===== src/rtl/param_parking_controller.sv =====
// Gate controller for one parking-lot entrance: PIN check with attempt limit,
// PIN-entry timeout, admin unlock of lockout/alarm, and lot occupancy tracking.
module param_parking_controller #(
    parameter int unsigned          CODE_W       = 16,
    parameter logic [CODE_W-1:0]    CORRECT_CODE = 16'h2468,
    parameter logic [CODE_W-1:0]    ADMIN_CODE   = 16'h1357,
    parameter int unsigned          MAX_ATTEMPTS = 3,
    parameter int unsigned          TIMEOUT_CYC  = 1000,
    parameter int unsigned          CAPACITY     = 8,
    parameter int unsigned          OCC_W        = 4,
    localparam int unsigned         ATT_W        = $clog2(MAX_ATTEMPTS + 1)
) (
    input  logic              clk,
    input  logic              rst,
    input  logic              vehicle_arrival,
    input  logic              vehicle_left,
    input  logic              vehicle_exit,
    input  logic [CODE_W-1:0] code,
    input  logic              code_ack,
    input  logic              gate_ack,
    output logic              open_gate,
    output logic              close_gate,
    output logic              wrong_pin,
    output logic              blocked_gate,
    output logic              lot_full,
    output logic [OCC_W-1:0]  occupancy,
    output logic [ATT_W-1:0]  attempt_cnt
);

    localparam int unsigned TMR_W = (TIMEOUT_CYC > 1) ? $clog2(TIMEOUT_CYC) : 1;

    typedef enum logic [2:0] {
        StIdle    = 3'd0,
        StWaitPin = 3'd1,
        StWrong   = 3'd2,
        StOpen    = 3'd3,
        StClose   = 3'd4,
        StLockout = 3'd5,
        StAlarm   = 3'd6
    } state_e;

    state_e             state_q, state_d;
    logic [TMR_W-1:0]   timer_q, timer_d;
    logic [ATT_W-1:0]   att_q, att_d;
    logic [ATT_W-1:0]   att_inc;
    logic [OCC_W-1:0]   occ_q, occ_d;
    logic               ack_q;
    logic               entry;
    logic               occ_inc;

    // Only the rising edge of the keypad strobe counts as an entry.
    assign entry    = code_ack & ~ack_q;
    assign att_inc  = att_q + ATT_W'(1);
    assign lot_full = (occ_q == OCC_W'(CAPACITY));

    // Next-state, timer and attempt counter; first matching rule wins.
    always_comb begin
        state_d = state_q;
        timer_d = timer_q;
        att_d   = att_q;
        occ_inc = 1'b0;
        case (state_q)
            StIdle: begin
                if (vehicle_arrival && !lot_full) begin
                    state_d = StWaitPin;
                    timer_d = '0;
                end
            end
            StWaitPin: begin
                if (vehicle_left) begin
                    state_d = StIdle;
                    att_d   = '0;
                end else if (timer_q == TMR_W'(TIMEOUT_CYC - 1)) begin
                    state_d = StIdle;
                    att_d   = '0;
                end else if (entry && (code == CORRECT_CODE)) begin
                    state_d = StOpen;
                    att_d   = '0;
                end else if (entry) begin
                    // Admin code is just another wrong PIN here.
                    att_d   = att_inc;
                    state_d = (att_inc == ATT_W'(MAX_ATTEMPTS)) ? StLockout : StWrong;
                end else begin
                    timer_d = timer_q + TMR_W'(1);
                end
            end
            StWrong: begin
                if (!code_ack) begin
                    state_d = StWaitPin;
                    timer_d = '0;
                end
            end
            StOpen: begin
                if (vehicle_left) begin
                    occ_inc = 1'b1;
                    state_d = vehicle_arrival ? StAlarm : StClose;
                end
            end
            StClose: begin
                if (gate_ack) begin
                    state_d = StIdle;
                end
            end
            StLockout, StAlarm: begin
                if (entry && (code == ADMIN_CODE)) begin
                    state_d = StIdle;
                    att_d   = '0;
                end
            end
            default: begin
                state_d = StIdle;
            end
        endcase
    end

    // Occupancy: simultaneous in/out cancels; saturate at both ends.
    always_comb begin
        occ_d = occ_q;
        if (occ_inc && vehicle_exit) begin
            occ_d = occ_q;
        end else if (occ_inc) begin
            if (occ_q != OCC_W'(CAPACITY)) begin
                occ_d = occ_q + OCC_W'(1);
            end
        end else if (vehicle_exit) begin
            if (occ_q != '0) begin
                occ_d = occ_q - OCC_W'(1);
            end
        end
    end

    // Moore output decode from the state register.
    always_comb begin
        open_gate    = 1'b0;
        close_gate   = 1'b0;
        wrong_pin    = 1'b0;
        blocked_gate = 1'b0;
        case (state_q)
            StOpen:             open_gate    = 1'b1;
            StClose:            close_gate   = 1'b1;
            StWrong, StLockout: wrong_pin    = 1'b1;
            StAlarm:            blocked_gate = 1'b1;
            default: ;
        endcase
    end

    assign occupancy   = occ_q;
    assign attempt_cnt = att_q;

    // State registers with asynchronous active-low reset.
    always_ff @(posedge clk or negedge rst) begin
        if (!rst) begin
            state_q <= StIdle;
            timer_q <= '0;
            att_q   <= '0;
            occ_q   <= '0;
            ack_q   <= 1'b0;
        end else begin
            state_q <= state_d;
            timer_q <= timer_d;
            att_q   <= att_d;
            occ_q   <= occ_d;
            ack_q   <= code_ack;
        end
    end

endmodule


===== config.mk =====
export PLATFORM = sky130hd
export DESIGN_NAME = param_parking_controller
export DESIGN_NICKNAME = d
export VERILOG_FILES = /design/src/rtl/param_parking_controller.sv
export SDC_FILE = /design/constraint.sdc
export NUM_CORES = 1
export LEC_CHECK = 0
export ABC_AREA = 1
export CAP_MARGIN = 15
export CORE_MARGIN = 2
export CORE_UTILIZATION = 30
export DETAILED_ROUTE_END_ITERATION = 7
export GPL_ROUTABILITY_DRIVEN = 0
export HOLD_SLACK_MARGIN = 0.03
export MAX_ROUTING_LAYER = met4
export PLACE_DENSITY_LB_ADDON = 0.15
export REMOVE_ABC_BUFFERS = 1
export SLEW_MARGIN = 10
export SYNTH_ARGS = -nofsm -noshare
export SYNTH_HDL_FRONTEND = slang
export SYNTH_SLANG_ARGS = --single-unit

===== constraint.sdc =====
create_clock -name clk -period 2.3 [get_ports clk]
set_clock_uncertainty 0.05 [all_clocks]
set_input_delay 0.46 -clock clk [delete_from_list [all_inputs] [get_ports clk]]
set_output_delay 0.46 -clock clk [all_outputs]
set_load 0.05 [all_outputs]

Word-level counts from Yosys, hierarchy flattened
Index checks and enable logic that the tools add are counted.
- muxes and demuxes: 35
- bitwise gates (word level): 3
- reductions and logical operators: 17
- eq/ne operators: 23
- $add $sub $neg: 4
- operator list (kind ; count):
    $mux W10 ; 6
    $mux W3 ; 10
    $pmux W10 S3 ; 1
    $ne A2 B2 Y1 const B ; 9
    $pmux W3 S6 ; 1
    $eq A16 B13 Y1 const B ; 1
    $eq A16 B14 Y1 const B ; 1
    $mux W4 ; 4
    $mux W2 ; 6
    $add A10 B1 Y10 const B ; 1
    $eq A10 B10 Y1 const B ; 1
    $eq A3 B3 Y1 const B ; 3
    $reduce_and A7 Y1 ; 1
    $eq A3 B2 Y1 const B ; 2
    $mux W1 ; 6
    $reduce_and A6 Y1 ; 1
    $reduce_bool A2 Y1 ; 3
    $ne A5 B5 Y1 const B ; 1
    $add A4 B1 Y4 const B ; 1
    $eq A4 B4 Y1 const B ; 1
    $logic_and A1 B1 Y1 ; 4
    $ne A4 B4 Y1 const B ; 1
    $pmux W2 S2 ; 1
    $reduce_and A4 Y1 ; 1
    other kinds (13) ; 15
- input bits: 23
- bits in registers: 20
- output and inout port bits: 11

Longest topological paths before layout
- depth after elaboration: 8
- gate-level depth with buffers: 11
- depth with buffers taken out: 11

Worst setup path after synthesis
OpenSTA, ideal clock, no wires.
- path type: flip-flop to output port
- start point: reg state_q[1]
- end point: out wrong_pin
- required time: 1.790 ns
- slack: 0.079 ns
- arrival time: 1.711 ns
- cell stages (with the launch flop): 4
- cell sequence: dfrtp_1 > inv_1 > nand2_2 > o21ai_0
- word-level cells in the longest chain between the ends: 3
- elaborated cells between the ends (all ways): 4
- RTL lines (element ; line ; RTL):
    start: declaration ; 42 ; state_e state_q, state_d;
    start signal: assignment ; 153 ; state_q <= StIdle;
    start signal: assignment ; 159 ; state_q <= state_d;
    $eq A3 B2 Y1 / $eq A3 B3 Y1 (equally long branches) ; 138 ; case (state_q)
    $reduce_or A2 Y1 (*) ; 138 ;
    $mux W1 (*) ; 138 ;
    end: declaration ; 23 ; output logic wrong_pin,
Every way passes the cells marked *; elsewhere a longest branch is shown, timed or not.

Worst setup path in the final report
- start point: reg occ_q[0], in the netlist occupancy[0]
- end point: out occupancy[0]
- RTL lines (element ; line ; RTL):
    start: declaration ; 46 ; logic [OCC_W-1:0] occ_q, occ_d;
    start signal: assignment ; 156 ; occ_q <= '0;
    start signal: assignment ; 162 ; occ_q <= occ_d;
    end: declaration ; 26 ; output logic [OCC_W-1:0] occupancy,
No word-level cell between the ends.

==> run summary <==
status: finished clean
Crit. End Element: primary output
row count: 26
Syn Area/Cell: 6.753 um2
predominant post-synthesis flop cell: dfrtp_1
GRT overflow: 0
vias in the first global route: 1382
Worst setup SP type: flip-flop
synth top area cells: dfrtp_1 32%, nand2_1 17%, nand3_1 8.4%
first-pass GRT wire length: 6.085 mm
post-synthesis register bit count: 20
CP Depth: 1
CP max-delay cell: clkdlybuf4s50_1
pwr/cell area: 1072 nW/um2
fin cells: 336
post-synth top area share: 32.36%
most common cell after layout, fill and taps aside: nand2_1
relative max-transition margin: 66.39%
Area growth syn-to-layout: 29.69%
WP buf/inv: 1
routed len/inst: 10.24 um
Worst Path Arrival: 1.57 ns
nets: 295
count of different cell masters after synthesis: 27
Yosys top cell by area: dfrtp_1
Post-CTS Hold Buffers: 0
clock sink count: 20
DR pass1 iterations: 4
routed vias: 1468
period utilisation layout: 90.26%
WS Path Type: flip-flop to primary output
CTS resizes: 0
RR Startpoint: state_q[2]
Tot Pwr: 2.149 mW
hold crit path type: flip-flop to flip-flop
worst slack, placed: 0.1302 ns
post-route minimum period: 2.076 ns
clock buffer depth: 2
pins over their slew limit: 0
Routed Antenna Nets: 0
Critical Path RT: 1.79 ns
number of synthesized flops with an enable pin: 0
CTS H-tree depth: 1
Worst Reg2Reg Path Length in Cells: 10
Antenna diodes: 0
clock transition at the registers of the reported paths: 0.08 ns
synthesized area: 1546 um2
GRT Total Usage: 14.06%
final wirelength: 3.441 mm
CP startpoint: occupancy[0]
CP delay by family, top: buffers and inverters
DRC Markers: 0
final setup TNS: 0 ns
crit path max fanout: 5
initial antenna violation count: 0
total CTS buffers: 3
port bufs: 33
Pleak: 0.9778 nW
crit-path cells: clkdlybuf4s50_1
Die W: 75.80 um
hold path depth: 2
initial DRC count: 61
fill count: 540
final hold violation count: 0
Initial Util: 30.67%
largest net degree at the start of global routing: 21
Post-CTS Setup Inserts: 0
PnR worst setup slack: 0.2241 ns
die height: 75.80 um
setup violators final: 0
synth warn: 0
startpoint of the worst hold path: timer_q[8]
post-synthesis sequential area ratio: 32.36%
Slowest Stage Delay on Critical Path: 0.84 ns
worst-margin pin slew: 0.5025 ns
Inst Count DP: 332
Root Driver: clkbuf_8
drt via density: 4.369
Max rail drop VDD: 0.0005063 V
Ports: 34
Die ar.: 5745 um2
number of max-cap violations: 0
CTS tree: built
RSZ-0062 raised after global routing: no
post-DP HPWL: 2.814 mm
Cells after Synth: 229
layout cell share with drive strength beyond 1: 11.65%
Worst-Skew Late Latency: 0.26 ns
Fmax: 0.4817 GHz
most frequent cells in the layout: 70 x nand2_1, 29 x inv_1, 29 x nor2_1
share of synthesized registers carrying an async set or reset: 100.0%
core area: 5042 um2
## power by group
part / leakage (nW) / switching (mW) / internal [mW]
Sequential: 0.264 / 0.116 / 0.443
Clock: 0.0288 / 0.124 / 0.152
Combinational: 0.685 / 0.872 / 0.442
## final cells by class
class	instances	area, um2	share of cell area (%)
clock buffers	4	55.05	2.745
well taps	70	87.58	4.367
flip-flops and latches	20	500.5	24.95
repair buffers	35	332.8	16.59
multi-input cells	176	910.9	45.41
inverters	31	118.9	5.926
## metrics by stage
stage	util, %	hold slack (ns)	area, um2
6_report	39.78	0.4438	2006
5_1_grt	39.78	0.4701	2006
4_1_cts	39.78	0.4495	2006
3_5_place_dp	38.68	0.4273	1951
3_3_place_gp	38.68	0.4173	1951
2_1_floorplan	-	0.1144	1530
## layer usage
metal | vias to the layer above | wire (um) | track usage [%] | part of all wire [%]
met1 | 641 | 1739 | 18.61 | 51
met3 | 4 | 79 | 1.984 | 2.3
met2 | 18 | 1593 | 22.89 | 46
met5 | - | 0 | - | 0
li1 | 805 | - | - | -
met4 | 0 | 29 | 2.924 | 0.84
## kinds of logic after synthesis
| family | Yosys count | synth area share, % |
|---|---|---|
| compound gates | 19 | 7.686 |
| xor+xnor | 4 | 2.265 |
| fa+ha+maj | 5 | 4.531 |
| buf+inv | 33 | 8.737 |
| flops | 20 | 32.36 |
| simple gates | 148 | 44.42 |
## registers in the layout (all words and copies together) (netlist names)
signal and count:
occupancy 4, timer_q 10, state_q 3, ack_q 1
attempt_cnt 2
## Yosys cell counts (all sizes together), types with 2 or more instances
| cell | n |
|---|---|
| nor3 | 2 |
| inv | 31 |
| dfrtp | 20 |
| nand3 | 27 |
| ha | 4 |
| buf | 2 |
| nand4 | 5 |
| nor2 | 34 |
| nand3b | 4 |
| o21ai | 11 |
| xor2 | 4 |
| nand2 | 76 |
| a21oi | 6 |
## path summary, 6_finish.rpt
kind	end	slack, ns
min	timer_q[8]	0.44
min reg2reg	timer_q[8]	0.44
max in group asynchronous	timer_q[9]	1.47
max reg2reg	occupancy[3]	0.43
min in group asynchronous	timer_q[3]	0.50
max	occupancy[0]	0.22
Note: power is estimated with default switching activity, not from simulation.
